==> config.mk <==
export PLATFORM = sky130hd
export DESIGN_NAME = pipelined_bka_adder
export DESIGN_NICKNAME = d
export VERILOG_FILES = /design/src/rtl/bka_pkg.sv /design/src/rtl/bka_black_cell.sv /design/src/rtl/pipelined_bka_adder.sv
export SDC_FILE = /design/constraint.sdc
export NUM_CORES = 1
export LEC_CHECK = 0
export ABC_AREA = 1
export BUFFER_PORTS_ARGS = -buffer_cell sky130_fd_sc_hd__buf_2
export CAP_MARGIN = 10
export CORE_MARGIN = 4
export CORE_UTILIZATION = 38
export CTS_CLUSTER_DIAMETER = 40
export CTS_CLUSTER_SIZE = 25
export DETAILED_ROUTE_END_ITERATION = 12
export SLEW_MARGIN = 15
export SYNTH_ARGS = -nofsm -noshare
export SYNTH_HDL_FRONTEND = slang
export SYNTH_SLANG_ARGS = --single-unit
==> constraint.sdc <==
create_clock -name clk -period 2.2 [get_ports clk]
set_input_delay 0 -clock clk [delete_from_list [all_inputs] [get_ports clk]]
set_output_delay 0 -clock clk [all_outputs]
set_load 0.02 [all_outputs]
==> src/rtl/bka_pkg.sv <==
// Shared types and sizing helpers for the Brent-Kung prefix adder family.
package bka_pkg;

    localparam int MAX_WIDTH = 64;

    typedef struct packed {
        logic g;
        logic p;
    } pg_t;

    // Up-sweep plus down-sweep depth of a Brent-Kung tree covering width bits.
    function automatic int bka_levels(input int width);
        return 2 * $clog2(width) - 1;
    endfunction

endpackage

==> src/rtl/bka_black_cell.sv <==
// Brent-Kung black cell: merges a high group with the adjacent low group.
module bka_black_cell (
    input  logic g_hi,
    input  logic p_hi,
    input  logic g_lo,
    input  logic p_lo,
    output logic g_out,
    output logic p_out
);

    assign g_out = g_hi | (p_hi & g_lo);
    assign p_out = p_hi & p_lo;

endmodule

==> src/rtl/pipelined_bka_adder.sv <==
// Pipelined Brent-Kung adder/subtractor with valid/ready flow control.
// The prefix tree is padded to a power of two; register cuts are spread over its levels.
module pipelined_bka_adder
    import bka_pkg::*;
#(
    parameter int WIDTH       = 32,
    parameter int PIPE_STAGES = 2
) (
    input  logic             clk,
    input  logic             rst_n,
    input  logic             in_valid,
    output logic             in_ready,
    input  logic [WIDTH-1:0] a,
    input  logic [WIDTH-1:0] b,
    input  logic             cin,
    input  logic             sub,
    output logic             out_valid,
    input  logic             out_ready,
    output logic [WIDTH-1:0] sum,
    output logic             cout,
    output logic             ovf
);

    localparam int LOG_N  = $clog2(WIDTH);
    localparam int N      = 1 << LOG_N;
    localparam int LEVELS = bka_levels(WIDTH);
    localparam int CUTS   = PIPE_STAGES - 1;

    logic             advance_s;
    logic [WIDTH-1:0] b_eff_s;
    logic             c0_in_s;
    logic [N-1:0]     a_pad_s;
    logic [N-1:0]     b_pad_s;
    logic [N-1:0]     g0_s;
    logic [N-1:0]     p0_s;
    pg_t              bit_pg_s [N];

    logic             out_valid_r;
    logic [WIDTH-1:0] sum_r;
    logic             cout_r;
    logic             ovf_r;

    assign advance_s = !out_valid_r || out_ready;
    assign in_ready  = advance_s;

    // Stage 0: mode select, padding and bitwise g/p; carry-in is folded into bit 0's generate
    always_comb begin
        b_eff_s = sub ? ~b : b;
        c0_in_s = sub ? 1'b1 : cin;
        a_pad_s = N'(a);
        b_pad_s = N'(b_eff_s);
        g0_s    = '0;
        p0_s    = '0;
        for (int i = 0; i < N; i++) begin
            bit_pg_s[i].g = a_pad_s[i] & b_pad_s[i];
            bit_pg_s[i].p = a_pad_s[i] ^ b_pad_s[i];
            g0_s[i]       = bit_pg_s[i].g;
            p0_s[i]       = bit_pg_s[i].p;
        end
        g0_s[0] = bit_pg_s[0].g | (bit_pg_s[0].p & c0_in_s);
    end

    for (genvar k = 0; k <= LEVELS; k++) begin : g_lvl
        logic [N-1:0]     g_s;
        logic [N-1:0]     p_s;
        logic [WIDTH-1:0] hs_s;
        logic             c0_s;
        logic             v_s;

        if (k == 0) begin : g_src
            assign g_s  = g0_s;
            assign p_s  = p0_s;
            assign hs_s = p0_s[WIDTH-1:0];
            assign c0_s = c0_in_s;
            assign v_s  = in_valid;
        end else begin : g_tree
            localparam bit UP  = (k <= LOG_N);
            localparam int D   = UP ? (1 << (k - 1)) : (1 << (2 * LOG_N - 1 - k));
            localparam bit CUT = ((k * CUTS) / LEVELS) > (((k - 1) * CUTS) / LEVELS);

            logic [N-1:0] gc_s;
            logic [N-1:0] pc_s;

            for (genvar i = 0; i < N; i++) begin : g_node
                localparam bit JOIN = UP ? (((i + 1) % (2 * D)) == 0)
                                         : ((((i + 1) % (2 * D)) == D) && ((i + 1) >= 3 * D));
                if (JOIN) begin : g_cell
                    bka_black_cell u_cell (
                        .g_hi  (g_lvl[k-1].g_s[i]),
                        .p_hi  (g_lvl[k-1].p_s[i]),
                        .g_lo  (g_lvl[k-1].g_s[i-D]),
                        .p_lo  (g_lvl[k-1].p_s[i-D]),
                        .g_out (gc_s[i]),
                        .p_out (pc_s[i])
                    );
                end else begin : g_pass
                    assign gc_s[i] = g_lvl[k-1].g_s[i];
                    assign pc_s[i] = g_lvl[k-1].p_s[i];
                end
            end

            if (CUT) begin : g_cut
                logic [N-1:0]     g_r;
                logic [N-1:0]     p_r;
                logic [WIDTH-1:0] hs_r;
                logic             c0_r;
                logic             v_r;

                // Inter-level pipeline register; every stage holds together while the output stalls
                always_ff @(posedge clk or negedge rst_n) begin
                    if (!rst_n) begin
                        g_r  <= '0;
                        p_r  <= '0;
                        hs_r <= '0;
                        c0_r <= 1'b0;
                        v_r  <= 1'b0;
                    end else if (advance_s) begin
                        g_r  <= gc_s;
                        p_r  <= pc_s;
                        hs_r <= g_lvl[k-1].hs_s;
                        c0_r <= g_lvl[k-1].c0_s;
                        v_r  <= g_lvl[k-1].v_s;
                    end
                end

                assign g_s  = g_r;
                assign p_s  = p_r;
                assign hs_s = hs_r;
                assign c0_s = c0_r;
                assign v_s  = v_r;
            end else begin : g_wire
                assign g_s  = gc_s;
                assign p_s  = pc_s;
                assign hs_s = g_lvl[k-1].hs_s;
                assign c0_s = g_lvl[k-1].c0_s;
                assign v_s  = g_lvl[k-1].v_s;
            end
        end
    end

    logic [WIDTH-1:0] carry_in_s;
    logic [WIDTH-1:0] sum_s;
    logic             cout_s;
    logic             ovf_s;
    logic             unused_s;

    // Prefix generates are carries out of each bit; shift them up one place to get carries in
    always_comb begin
        carry_in_s = {g_lvl[LEVELS].g_s[WIDTH-2:0], g_lvl[LEVELS].c0_s};
        sum_s      = g_lvl[LEVELS].hs_s ^ carry_in_s;
        cout_s     = g_lvl[LEVELS].g_s[WIDTH-1];
        ovf_s      = carry_in_s[WIDTH-1] ^ cout_s;
    end

    assign unused_s = ^{g_lvl[LEVELS].p_s, g_lvl[LEVELS].g_s};

    // Output register: the final pipeline cut, frozen while downstream is not ready
    always_ff @(posedge clk or negedge rst_n) begin
        if (!rst_n) begin
            out_valid_r <= 1'b0;
            sum_r       <= '0;
            cout_r      <= 1'b0;
            ovf_r       <= 1'b0;
        end else if (advance_s) begin
            out_valid_r <= g_lvl[LEVELS].v_s;
            sum_r       <= sum_s;
            cout_r      <= cout_s;
            ovf_r       <= ovf_s;
        end
    end

    assign out_valid = out_valid_r;
    assign sum       = sum_r;
    assign cout      = cout_r;
    assign ovf       = ovf_r;

endmodule

==> flow_summary.toml <==
[route]
detail_route.wl_per_cell_um = 13.17
drt_first_pass_iters = 4
first_iter_violations = 256
routed_via_density = 4.671
routed_wl_um = 11250
antenna_left = 0
drc = 0
vias = 3989

[synthesis]
ys_warn_count = 0
syn_nets = 667
syn-instance-count = 565
yosysMostFrequentCell = "nand2_1"
synth_area_leader_cell = "dfrtp_1"
ys.flop_type = "dfrtp_1"
yosys.cell_types.count = 32
synth_enable_flop_cells = 0
synth-seq-cells = 101
ys_top_cells_by_area = "dfrtp_1 (49%), nand2_1 (12%), ha_1 (7.8%), xnor2_1 (5.6%), xor2_1 (5.4%)"
synth_top_area_share_pct = 49.08
ys_async_sr_fraction_pct = 100.0
synth_commonest_cells = "nand2_1 (168), dfrtp_1 (101), o21ai_0 (54)"
yosysSeqAreaShare_pct = 49.08
postSynthAreaPerCell_um2 = 9.115
synth_area_um2 = 5150

[sta]
min_period_over_period_pct = 82.99
period_needed_ps = 1826
skew_ps = 3.804
maxSlewViolCount = 0
fin_tns_setup_ps = 0
slew_headroom_pct = 62.26
fmax_mhz = 547.7
setup_viol_count_final = 0
worst_pin_slew_ps = 566.0
hold_violations = 0
rsz0062_at_grt = "false"

[power]
power_density_nw_per_um2 = 974.4
total_power_uw = 6082
peakVddDrop_mv = 0.3355
p_leak_uw = 0.003107

[final_layout]
syn_to_final_growth_pct = 21.19
insertedDiodeCount = 0
multi_input_area_um2 = 2436
finish.utilization_pct = 47.13
nets = 775
seq_area_um2 = 2527
drive_gt1_share_pct = 22.42
fillers = 1328

[setup_path]
end_kind = "flop"
required_ps = 2430
critPathKind = "input pin to flop"
crit_fanout = 10
crit_top_cell = "nand2_2"
slowest_stage = "buf_4"
crit_chain = "buf_2 > buf_4 > xor2_1 > ha_1 > a21oi_1 > nand2_2 > nand2_4 > nand2_4 > nand2_4 > nand2_4 > nand2_2 > nand2_2 > nand3_2 > nand2_2 > nand2_2 > nand2_1 > nand2_1 > nand2_1"
critPathLaunchType = "input pin"
slowest_delay_ps = 270
worstPathArrival_ps = 2060

[die]
die_area_um2 = 15480
die_h_um = 124.4
boundaryPins = 106
start_util_pct = 38.89
core_um2 = 13240
die_w_um = 124.4
num_rows = 42

[grt]
grt_pass1_vias = 4048
antenna_found_initial = 0
grt-ovfl-total = 0
grt_pass1_wl_um = 19480
grtUsageTotal_pct = 15.17
grt_max_degree = 150

[clock_network]
post_cts_buffers = 0
postCtsHoldBufs = 3
cts_buffer_depth = 2
ctsResizeCount = 0
clockRootBuffer = "clkbuf_16"
cts_buffers = 9
cts_tree = "built"
clk_pin_slew_ps = 70
ctsHtreeMaxLevel = 3
clkLatencyLatePin_ps = 340
clock_sinks = 101

[job]
cap_violations = 0

[hold_path]
min_path_type = "input pin to flop"

[place]
port-buffer-count = 105
place.gp.congestion = 0.8404
place_hpwl_um = 8319

[status]
status = "completed"
[cell usage in the layout (no fill, tap or decap), types with 2 or more instances in the layout]
master         netlist  layout
dlygate4sd3_1        0       3
nand2_2              9       9
nand2_1            168     168
inv_1               22      22
xnor2_1             33      33
a31oi_1              7       7
ha_1                32      32
nand2_4              4       4
a21oi_1             23      23
nor2_1              21      20
xor2_1              32      32
o21bai_1             2       2
o22ai_1              3       3
buf_2                2     104
clkinv_2             0       3
buf_12               0       2
nand3_1              4       4
clkbuf_8             0       2
dfrtp_1            101     101
o21ai_0             54      54
nor3_1               4       4
o221ai_1             2       2
mux2i_1              2       2
nand4_1              2       2
buf_4                0      13
o21ai_1              6       6
clkbuf_16            0       9
[logic make-up (layout without fill, tap and decap cells)]
| family | count (synthesis) | in the layout | share of synthesized area, % |
|---|---|---|---|
| buffers and inverters | 49 | 162 | 3.766 |
| adder cells (fa/ha/maj) | 32 | 32 | 7.774 |
| flip-flops | 101 | 101 | 49.08 |
| AND/OR/NAND/NOR | 214 | 214 | 17.08 |
| XOR/XNOR | 65 | 65 | 11.05 |
| AO/OA/AOI/OAI | 102 | 102 | 10.86 |
| multiplexers | 2 | 2 | 0.3887 |
[layer usage]
layer	up-vias	part of all wire (%)	routed length [um]	GRT usage (%)
li1	2052	-	-	-
met1	1860	46	5228	20.19
met2	64	48	5438	24.78
met3	13	3.2	358	3.173
met4	0	2.0	222	4.900
met5	-	0	0	0
[sequential cells by signal, summed over array words and instances, names as in the netlist]
name                     count
g_lvl.g_tree.g_cut.hs_r     32
ovf                          1
g_lvl.c0_s                   1
g_lvl.g_s                   32
out_valid                    1
cout                         1
sum                         32
g_lvl.g_tree.g_cut.v_r       1
[final cells by class]
cell class | instances | area share [%]
clock buffers | 12 | 4.110
clock inverters | 4 | 0.3609
inverters | 24 | 1.443
multi-input cells | 415 | 39.03
flip-flops and latches | 101 | 40.50
well taps | 176 | 3.528
repair buffers | 122 | 11.03
[final timing paths]
path / from / end / slack (ps) / cells after the start
hold reg to reg: g_lvl[9].g_tree.g_cut.v_r$_DFFE_PN0P_ / out_valid$_DFFE_PN0P_ / 450 / 2
setup reg to reg: out_valid$_DFFE_PN0P_ / g_lvl[9].g_s[30]$_DFFE_PN0P_ / 640 / 10
min in group asynchronous: rst_n / sum[27]$_DFFE_PN0P_ / 170 / 2
setup / recovery: sub / g_lvl[9].g_s[30]$_DFFE_PN0P_ / 370 / 18
max in group asynchronous: rst_n / sum[8]$_DFFE_PN0P_ / 1400 / 3
hold / removal: a[1] / g_lvl[9].g_tree.g_cut.hs_r[1]$_DFFE_PN0P_ / 40 / 4
[power by group]
part | internal [uW] | switching (uW)
Sequential | 2370 | 324
Clock | 824 | 669
Combinational | 761 | 1130
Total | 3960 | 2120
[critical path: cells and delay by family]
kind / cells / cell delay [ps]
xor gates and xnor gates: 1 / 160
AOI/OAI and AO/OA: 1 / 200
and+or+nand+nor: 13 / 900
buffers and inverters: 2 / 520
adders and majority gates: 1 / 260
[per-stage QoR]
step / setup slack, ps / hold slack (ps) / area, um^2 / cells
after floorplan: 65.09 / -295.6 / 5152 / 565
after global placement: 57.45 / -11.09 / 5932 / 835
after detailed placement: 7.303 / -0.1585 / 5932 / 835
after CTS: 361.3 / 24.45 / 6241 / 854
after global routing: 103.1 / 47.25 / 6241 / 854
final: 374.3 / 36.71 / 6241 / 854
(Power assumes the default switching activity.)
